### src/rtl/fp32_pkg.sv
// rtl/fp32_pkg.sv - binary32 field widths, constants and operand classification
// Purpose: shared definitions for the single-precision multiplier.
// Ports: none (package).
package fp32_pkg;

  localparam int EXP_W  = 8;
  localparam int FRAC_W = 23;
  localparam int BIAS   = 127;

  localparam logic [31:0]      QNAN    = 32'h7FC00000;
  localparam logic [EXP_W-1:0] EXP_MAX = 8'hFF;

  typedef enum logic [1:0] {
    ZERO,
    NORMAL,
    INF,
    NAN
  } fp_class_e;

  // Denormals (exp=0, frac!=0) classify as ZERO: they are flushed before use.
  function automatic fp_class_e classify(input logic [31:0] x);
    logic [EXP_W-1:0]  exp_f;
    logic [FRAC_W-1:0] frac_f;
    exp_f  = x[FRAC_W +: EXP_W];
    frac_f = x[FRAC_W-1:0];
    if (exp_f == EXP_MAX) begin
      return (frac_f != '0) ? NAN : INF;
    end else if (exp_f == '0) begin
      return ZERO;
    end
    return NORMAL;
  endfunction

endpackage

### src/rtl/fp32_round_pack.sv
// rtl/fp32_round_pack.sv - normalise, round-to-nearest-even, range check and pack
// Purpose: pipeline stages S3 (normalise) and S4 (round/pack) of the multiplier.
// Ports:
//   clk            rising-edge clock
//   rst            asynchronous active-low reset
//   i_prod         48-bit product of the two 24-bit significands
//   i_exp          biased exponent ea+eb-BIAS (signed)
//   i_sign         result sign
//   i_special      result is taken verbatim from i_special_val
//   i_special_val  NaN/Inf/zero result decided at unpack
//   o_z            packed binary32 result (registered)
module fp32_round_pack
  import fp32_pkg::*;
(
  input  logic               clk,
  input  logic               rst,
  input  logic [47:0]        i_prod,
  input  logic signed [9:0]  i_exp,
  input  logic               i_sign,
  input  logic               i_special,
  input  logic [31:0]        i_special_val,
  output logic [31:0]        o_z
);

  // S3: put the leading one at bit 47. A product in [2,4) already has it
  // there and gains one exponent; a product in [1,2) is shifted left so no
  // low bits are lost from the sticky computation.
  logic [47:0]       w_norm;
  logic signed [9:0] w_exp_n;

  assign w_norm  = i_prod[47] ? i_prod : {i_prod[46:0], 1'b0};
  assign w_exp_n = i_prod[47] ? (i_exp + 10'sd1) : i_exp;

  logic [23:0]       r3_mant;
  logic              r3_guard;
  logic              r3_round;
  logic              r3_sticky;
  logic signed [9:0] r3_exp;
  logic              r3_sign;
  logic              r3_special;
  logic [31:0]       r3_special_val;

  always_ff @(posedge clk or negedge rst) begin
    if (!rst) begin
      r3_mant        <= '0;
      r3_guard       <= 1'b0;
      r3_round       <= 1'b0;
      r3_sticky      <= 1'b0;
      r3_exp         <= '0;
      r3_sign        <= 1'b0;
      r3_special     <= 1'b0;
      r3_special_val <= '0;
    end else begin
      r3_mant        <= w_norm[47:24];
      r3_guard       <= w_norm[23];
      r3_round       <= w_norm[22];
      r3_sticky      <= |w_norm[21:0];
      r3_exp         <= w_exp_n;
      r3_sign        <= i_sign;
      r3_special     <= i_special;
      r3_special_val <= i_special_val;
    end
  end

  // S4: RNE rounds up above half, or at exactly half when the kept LSB is odd.
  logic              w_round_up;
  logic [24:0]       w_mant_r;
  logic signed [9:0] w_exp_r;
  logic [FRAC_W-1:0] w_frac;
  logic [31:0]       w_z;

  assign w_round_up = r3_guard & (r3_round | r3_sticky | r3_mant[0]);
  assign w_mant_r   = {1'b0, r3_mant} + {24'h0, w_round_up};
  // Carry-out means the mantissa rolled over to 10.000...; renormalise.
  assign w_exp_r    = w_mant_r[24] ? (r3_exp + 10'sd1) : r3_exp;
  assign w_frac     = w_mant_r[24] ? w_mant_r[23:1] : w_mant_r[22:0];

  always_comb begin
    w_z = {r3_sign, w_exp_r[EXP_W-1:0], w_frac};
    if (r3_special) begin
      w_z = r3_special_val;
    end else if (w_exp_r >= 10'sd255) begin
      w_z = {r3_sign, EXP_MAX, {FRAC_W{1'b0}}};
    end else if (w_exp_r <= 10'sd0) begin
      w_z = {r3_sign, 31'h0};
    end
  end

  logic [31:0] r_z;

  always_ff @(posedge clk or negedge rst) begin
    if (!rst) begin
      r_z <= '0;
    end else begin
      r_z <= w_z;
    end
  end

  assign o_z = r_z;

endmodule

### src/rtl/float_multi.sv
// rtl/float_multi.sv - 4-stage pipelined binary32 multiplier, z = a * b
// Purpose: S1 unpack/classify, S2 significand multiply, S3/S4 in fp32_round_pack.
// Ports:
//   clk  rising-edge clock
//   rst  asynchronous active-low reset, clears every pipeline stage
//   a    operand A, binary32, sampled every cycle
//   b    operand B, binary32, sampled every cycle
//   z    product, binary32, registered, 4 cycles after its operands
module float_multi
  import fp32_pkg::*;
(
  input  logic        clk,
  input  logic        rst,
  input  logic [31:0] a,
  input  logic [31:0] b,
  output logic [31:0] z
);

  // S1: unpack and classify.
  fp_class_e         w_cls_a;
  fp_class_e         w_cls_b;
  logic              w_sign;
  logic              w_special;
  logic [31:0]       w_special_val;
  logic signed [9:0] w_exp;

  assign w_cls_a   = classify(a);
  assign w_cls_b   = classify(b);
  assign w_sign    = a[31] ^ b[31];
  assign w_special = (w_cls_a != NORMAL) || (w_cls_b != NORMAL);
  assign w_exp     = signed'({2'b00, a[FRAC_W +: EXP_W]})
                   + signed'({2'b00, b[FRAC_W +: EXP_W]})
                   - 10'(BIAS);

  // Priority NaN > Inf > zero; Inf*0 deliberately yields Inf.
  always_comb begin
    w_special_val = {w_sign, 31'h0};
    if (w_cls_a == NAN || w_cls_b == NAN) begin
      w_special_val = QNAN;
    end else if (w_cls_a == INF || w_cls_b == INF) begin
      w_special_val = {w_sign, EXP_MAX, {FRAC_W{1'b0}}};
    end
  end

  logic              r1_sign;
  logic              r1_special;
  logic [31:0]       r1_special_val;
  logic [23:0]       r1_ma;
  logic [23:0]       r1_mb;
  logic signed [9:0] r1_exp;

  always_ff @(posedge clk or negedge rst) begin
    if (!rst) begin
      r1_sign        <= 1'b0;
      r1_special     <= 1'b0;
      r1_special_val <= '0;
      r1_ma          <= '0;
      r1_mb          <= '0;
      r1_exp         <= '0;
    end else begin
      r1_sign        <= w_sign;
      r1_special     <= w_special;
      r1_special_val <= w_special_val;
      r1_ma          <= {1'b1, a[FRAC_W-1:0]};
      r1_mb          <= {1'b1, b[FRAC_W-1:0]};
      r1_exp         <= w_exp;
    end
  end

  // S2: 24x24 significand multiply.
  logic [47:0]       r2_prod;
  logic signed [9:0] r2_exp;
  logic              r2_sign;
  logic              r2_special;
  logic [31:0]       r2_special_val;

  always_ff @(posedge clk or negedge rst) begin
    if (!rst) begin
      r2_prod        <= '0;
      r2_exp         <= '0;
      r2_sign        <= 1'b0;
      r2_special     <= 1'b0;
      r2_special_val <= '0;
    end else begin
      r2_prod        <= {24'h0, r1_ma} * {24'h0, r1_mb};
      r2_exp         <= r1_exp;
      r2_sign        <= r1_sign;
      r2_special     <= r1_special;
      r2_special_val <= r1_special_val;
    end
  end

  fp32_round_pack u_round_pack (
    .clk           (clk),
    .rst           (rst),
    .i_prod        (r2_prod),
    .i_exp         (r2_exp),
    .i_sign        (r2_sign),
    .i_special     (r2_special),
    .i_special_val (r2_special_val),
    .o_z           (z)
  );

endmodule

### config.mk
export PLATFORM = sky130hd
export DESIGN_NAME = float_multi
export DESIGN_NICKNAME = d
export VERILOG_FILES = /design/src/rtl/fp32_pkg.sv /design/src/rtl/fp32_round_pack.sv /design/src/rtl/float_multi.sv
export SDC_FILE = /design/constraint.sdc
export NUM_CORES = 2
export LEC_CHECK = 0
export BUFFER_PORTS_ARGS = -buffer_cell sky130_fd_sc_hd__buf_2
export CAP_MARGIN = 20
export CORE_MARGIN = 2
export CORE_UTILIZATION = 59
export DETAILED_ROUTE_END_ITERATION = 10
export PLACE_DENSITY = 0.8
export SYNTH_ARGS = -nofsm -noshare
export SYNTH_HDL_FRONTEND = slang
export SYNTH_SLANG_ARGS = --single-unit
### constraint.sdc
create_clock -name clk -period 7.1 [get_ports clk]
set_clock_uncertainty 0.2 [all_clocks]
set_input_delay 1.42 -clock clk [delete_from_list [all_inputs] [get_ports clk]]
set_output_delay 1.42 -clock clk [all_outputs]
set_load 0.005 [all_outputs]
* Word-level counts from Yosys, hierarchy flattened
Cells that the tools add are included.
Cells by class: multiplexer cells 21, add/sub/neg operators 5, $lt $le $gt $ge 2, bitwise operators 4, reduce and logical (&&, ||, !) cells 8, multiply operators 1, eq/ne operators 8
Operators with widths (count):
- $mux W31 | 3
- $mux W32 | 2
- $mul A24 B24 Y48 | 1
- $mux W48 | 1
- $reduce_bool A23 Y1 | 2
- $add A24 B1 Y25 | 1
- $mux W23 | 1
- $reduce_or A22 Y1 | 1
- $add A10 B2 Y10 const B | 2
- $mux W10 | 2
- $eq A8 B8 Y1 const B | 2
- $logic_not A8 Y1 | 2
- $mux W2 | 6
- $ge A10 B9 Y1 const B | 1
- $le A10 B1 Y1 const B | 1
- $sub A9 B7 Y10 const B | 1
- $add A8 B8 Y9 | 1
- $eq A2 B2 Y1 const B | 4
- $mux W1 | 6
- $ne A2 B1 Y1 const B | 2
- $logic_or A1 B1 Y1 | 3
- $or A1 B1 Y1 | 2
- $and A1 B1 Y1 | 1
- $xor A1 B1 Y1 | 1
Storage, ports and cells: bits of input ports 66, bits in registers 287

* Depth between registers and ports, before layout
depth in word-level cells 9, mapped depth 26

* Cells and area by module
From an unflattened synthesis, not the netlist that was laid out.
Unflattened totals: cell total of the unflattened synthesis 2788, area, all modules 27452.6 sq um
Modules (own cells, without submodules):
- float_multi | area each 22972.0 sq um, instances 1, sequential area each 3128.0 sq um, cells each 2433
- fp32_round_pack | area each 4480.5 sq um, instances 1, sequential area each 2577.5 sq um, cells each 355

* Worst setup path before layout
OpenSTA, ideal clock, no wires.
kind register -> register, start register r1_mb[3], end register r2_prod[46], path slack 326 ps, cell stages (with the launch flop) 26, buffers on the path 2, required time 6820 ps, library setup time 80 ps, arrival time 6494 ps, cells stage by stage dfrtp_1 -> clkbuf_1 -> nand2_1 -> fa_1 -> inv_1 -> fa_1 -> inv_1 -> fa_1 -> fa_1 -> inv_1 -> fa_1 -> fa_1 -> inv_1 -> fa_1 -> inv_1 -> ha_1 -> clkbuf_1 -> o21ai_0 -> a21oi_1 -> a2111oi_0 -> a211oi_1 -> o21ai_1 -> o21ai_1 -> a31oi_1 -> o21ai_1 -> xnor2_1
On the way: word-level cells in the longest chain between the ends 1
Ends and longest elaborated chain:
- from (decl) | line float_multi.sv:49 | logic [23:0] r1_mb;
- from (signal assigned) | line float_multi.sv:65 | r1_mb <= {1'b1, b[FRAC_W-1:0]};
- $mul A24 B24 Y48 | line float_multi.sv:85 | r2_prod <= {24'h0, r1_ma} * {24'h0, r1_mb};
- to (signal assigned) | line float_multi.sv:85
- to (decl) | line float_multi.sv:71 | logic [47:0] r2_prod;
No other way between the ends.

* Worst setup path after layout
start register r1_ma[11], end register r2_prod[36]
On the way: word-level cells in the longest chain between the ends 1
Ends and longest elaborated chain:
- from (decl) | line float_multi.sv:48 | logic [23:0] r1_ma;
- from (signal assigned) | line float_multi.sv:64 | r1_ma <= {1'b1, a[FRAC_W-1:0]};
- $mul A24 B24 Y48 | line float_multi.sv:85
No other way between the ends.

==> impl_results.md <==
* Reg2reg end: r2_prod[36]
* Fmax achieved at 145 MHz
* Nets at 3541
* Worst EP required at 7270 ps
* Top cell type's share of synthesized area at 37.2%
* CP Depth at 25
* CTS Buf Count at 17
* Hold EP: u_round_pack.r3_special_val[22]
* Die area at 45700 sq um
* Reg2reg path depth at 25
* Top_reg_cell synth: dfrtp_1
* Worst Path Buf+Inv at 7
* Post-synth ARST share at 100%
* Crit Path Category: reg2reg
* Port bufs at 97
* Clk_lat worst skew at 500 ps
* Synthesis Warnings at 0
* Fin. Hold Viols at 0
* CTS tree: done
* Actual slew at the worst max-slew pin at 832 ps
* Final WL at 64900 microns
* Register area share after synthesis at 19.2%
* Initial DRC Count at 1395
* DR vias at 18.8k
* 1st-pass router iterations at 6
* Area leader, netlist: fa_1
* # IOs at 98
* R2R Setup Slk at 190 ps
* Share of post-route cells with drive strength above 1 at 13.0%
* GRT Overall Usage at 30.1%
* Number of synthesized flops with an enable pin at 0
* Std cell rows at 76
* Delay-heaviest family, CP: adder cells
* DIE WIDTH at 214 microns
* Largest net degree at the start of global routing at 101
* WL/cell at 19.1 microns
* Core Area at 43300 sq um
* Setup-failing EPs final at 0
* Final worst slack at 189 ps
* Period utilization at 97.3%
* Vias in the first global route at 20.4k
* H-Tree Level Count at 4
* Clock slew at the register clock pins of the worst setup and hold paths at 90 ps
* Avg Cell Area, Syn at 9.74 sq um
* Worst Setup Start Kind: flip-flop
* DP HPWL at 52500 microns
* Slowest stage cell, crit path: fa_1
* Pre-CTS setup slack at -117 ps
* Slowest stage delay, CP at 550 ps
* Register bit count reported by yosys at 199
* Final ANT Viol Nets at 0
* Synth cell count leaders: inv_1 (562), fa_1 (483), nand2_1 (325)
* Deepest clock path buffer count at 2
* Mapped Cells at 2666
* Final GP Congestion at 0.939
* Critical Path Sink Type: flip-flop
* Clk root buf: clkbuf_16
* Hold Path Cell Cnt at 0
* Mapped Area at 26000 sq um
* Worst reg2reg path startpoint: r1_ma[11]
* Syn Nets at 3407
* RSZ-0062 raised after global routing: true
* GRT overflow at 0
* Fin. max-slew vios at 0
* Max Cap Viol at 0
* Global-route wire length before repair at 105000 microns
* Die H at 214 microns
* CTS Sinks at 199
* Count leader, synth: inv_1
* DRC at 0
* Outcome: complete, no violations
* Area growth syn-to-layout at 11.0%
* Initial core utilization at 60.0%
* Vias per cell at 5.52
* N_diodes at 0
* Slew headroom at 44.6%
* Netlist cell types at 57
* Hold Crit Start: r2_special_val[22]
* Min-delay worst type: reg2reg
* Fin crit period at 6910 ps
* Worst-path fanout max at 6
* Most used cell, CP: fa_1
* CP Data Arrival Time at 7080 ps
* Initial antenna violation count at 0
* Synth top area cells: fa_1 (37%), dfrtp_1 (19%), ha_1 (9.3%)
-- layer usage --
metal | vias up | GRT usage [%] | part of all wire (%)
met2 | 849 | 48.8 | 48
met1 | 9514 | 40.2 | 40
met4 | 0 | 10.1 | 2.7
met3 | 146 | 7.26 | 8.9
li1 | 8263 | - | -
met5 | - | 0 | 0
-- per-stage QoR --
step           setup TNS (ps)  utilization [%]  hold WS (ps)  std cells  instance area (sq um)
2_1_floorplan               0                -           131       2666                  26000
3_3_place_gp                0             63.8           132       3336                  27600
3_5_place_dp             -418             63.8           135       3336                  27600
4_1_cts                     0             65.3           153       3368                  28300
5_1_grt                  -207             66.6           155       3398                  28800
6_report                    0             66.6           149       3398                  28800
-- registers in the layout, summed over array words and instances (netlist names), 3 cells and up --
register	cells
r1_exp	10
r1_ma	24
r1_mb	23
r1_special_val	3
r2_exp	10
r2_prod	48
r2_special_val	3
u_round_pack.o_z	32
u_round_pack.r3_exp	10
u_round_pack.r3_mant	24
u_round_pack.r3_special_val	3
-- how the worst max path moves through the flow --
stage / endpoint / slack (ps) / from
after CTS: r2_prod[45] / 0.1 / r1_mb[7]
after global placement: r2_prod[45] / 70 / r1_mb[8]
after floorplan: r2_prod[46] / 330 / r1_mb[3]
after global routing: r2_prod[47] / -70 / r1_mb[6]
final: r2_prod[36] / 190 / r1_ma[11]
after detailed placement: r2_prod[40] / -120 / r1_mb[8]
-- repair_timing --
item	CTS	global route
setup endpoints to repair	8	19
resized for setup	14	74
buffers inserted	0	30
hold buffers	0	0
pin swaps	0	24
-- area by class of cell --
type	instances	area, sq um
clock buffers	17	425
flip-flops and latches	199	5020
repair buffers	232	1710
clock inverters	15	208
multi-input cells	1788	18600
inverters	562	2110
well taps	585	732
fillers	3278	14500
-- cells in the final DEF (no fill, tap or decap), types with 4 or more instances in the layout --
cell and count:
a211oi_1 5, a21o_1 17, a21oi_1 59, a21oi_2 6, a31oi_1 7, and2_1 302
and3_1 21, buf_12 14, buf_2 98, buf_4 106, buf_6 8, clkbuf_16 17
clkbuf_4 5, dfrtp_1 170, dfrtp_2 27, fa_1 478, fa_2 5, ha_1 187
inv_1 562, inv_12 4, inv_6 4, mux2_2 27, nand2_1 325, nand2b_1 7
nand3_1 23, nand4_1 20, nor2_1 48, nor2_2 4, nor3_1 17, nor4_1 19
o211ai_1 4, o21a_1 4, o21ai_0 26, o21ai_1 13, o21bai_1 9, xnor2_1 60
xor2_1 28
-- logic make-up (layout without fill, tap and decap cells) --
family / Yosys count / count (layout) / synth area share (%)
buffers and inverters: 679 / 826 / 9.89
adders and majority gates: 675 / 675 / 46.5
and+or+nand+nor: 818 / 818 / 16.1
other: 1 / 1 / 0.0144
xor gates and xnor gates: 88 / 88 / 2.97
muxes: 29 / 29 / 1.25
AOI/OAI and AO/OA: 177 / 177 / 4.10
DFF: 199 / 199 / 19.2
Power is not shown: default switching activity piles up to over one toggle a cycle in this logic, so the estimate is an artifact.
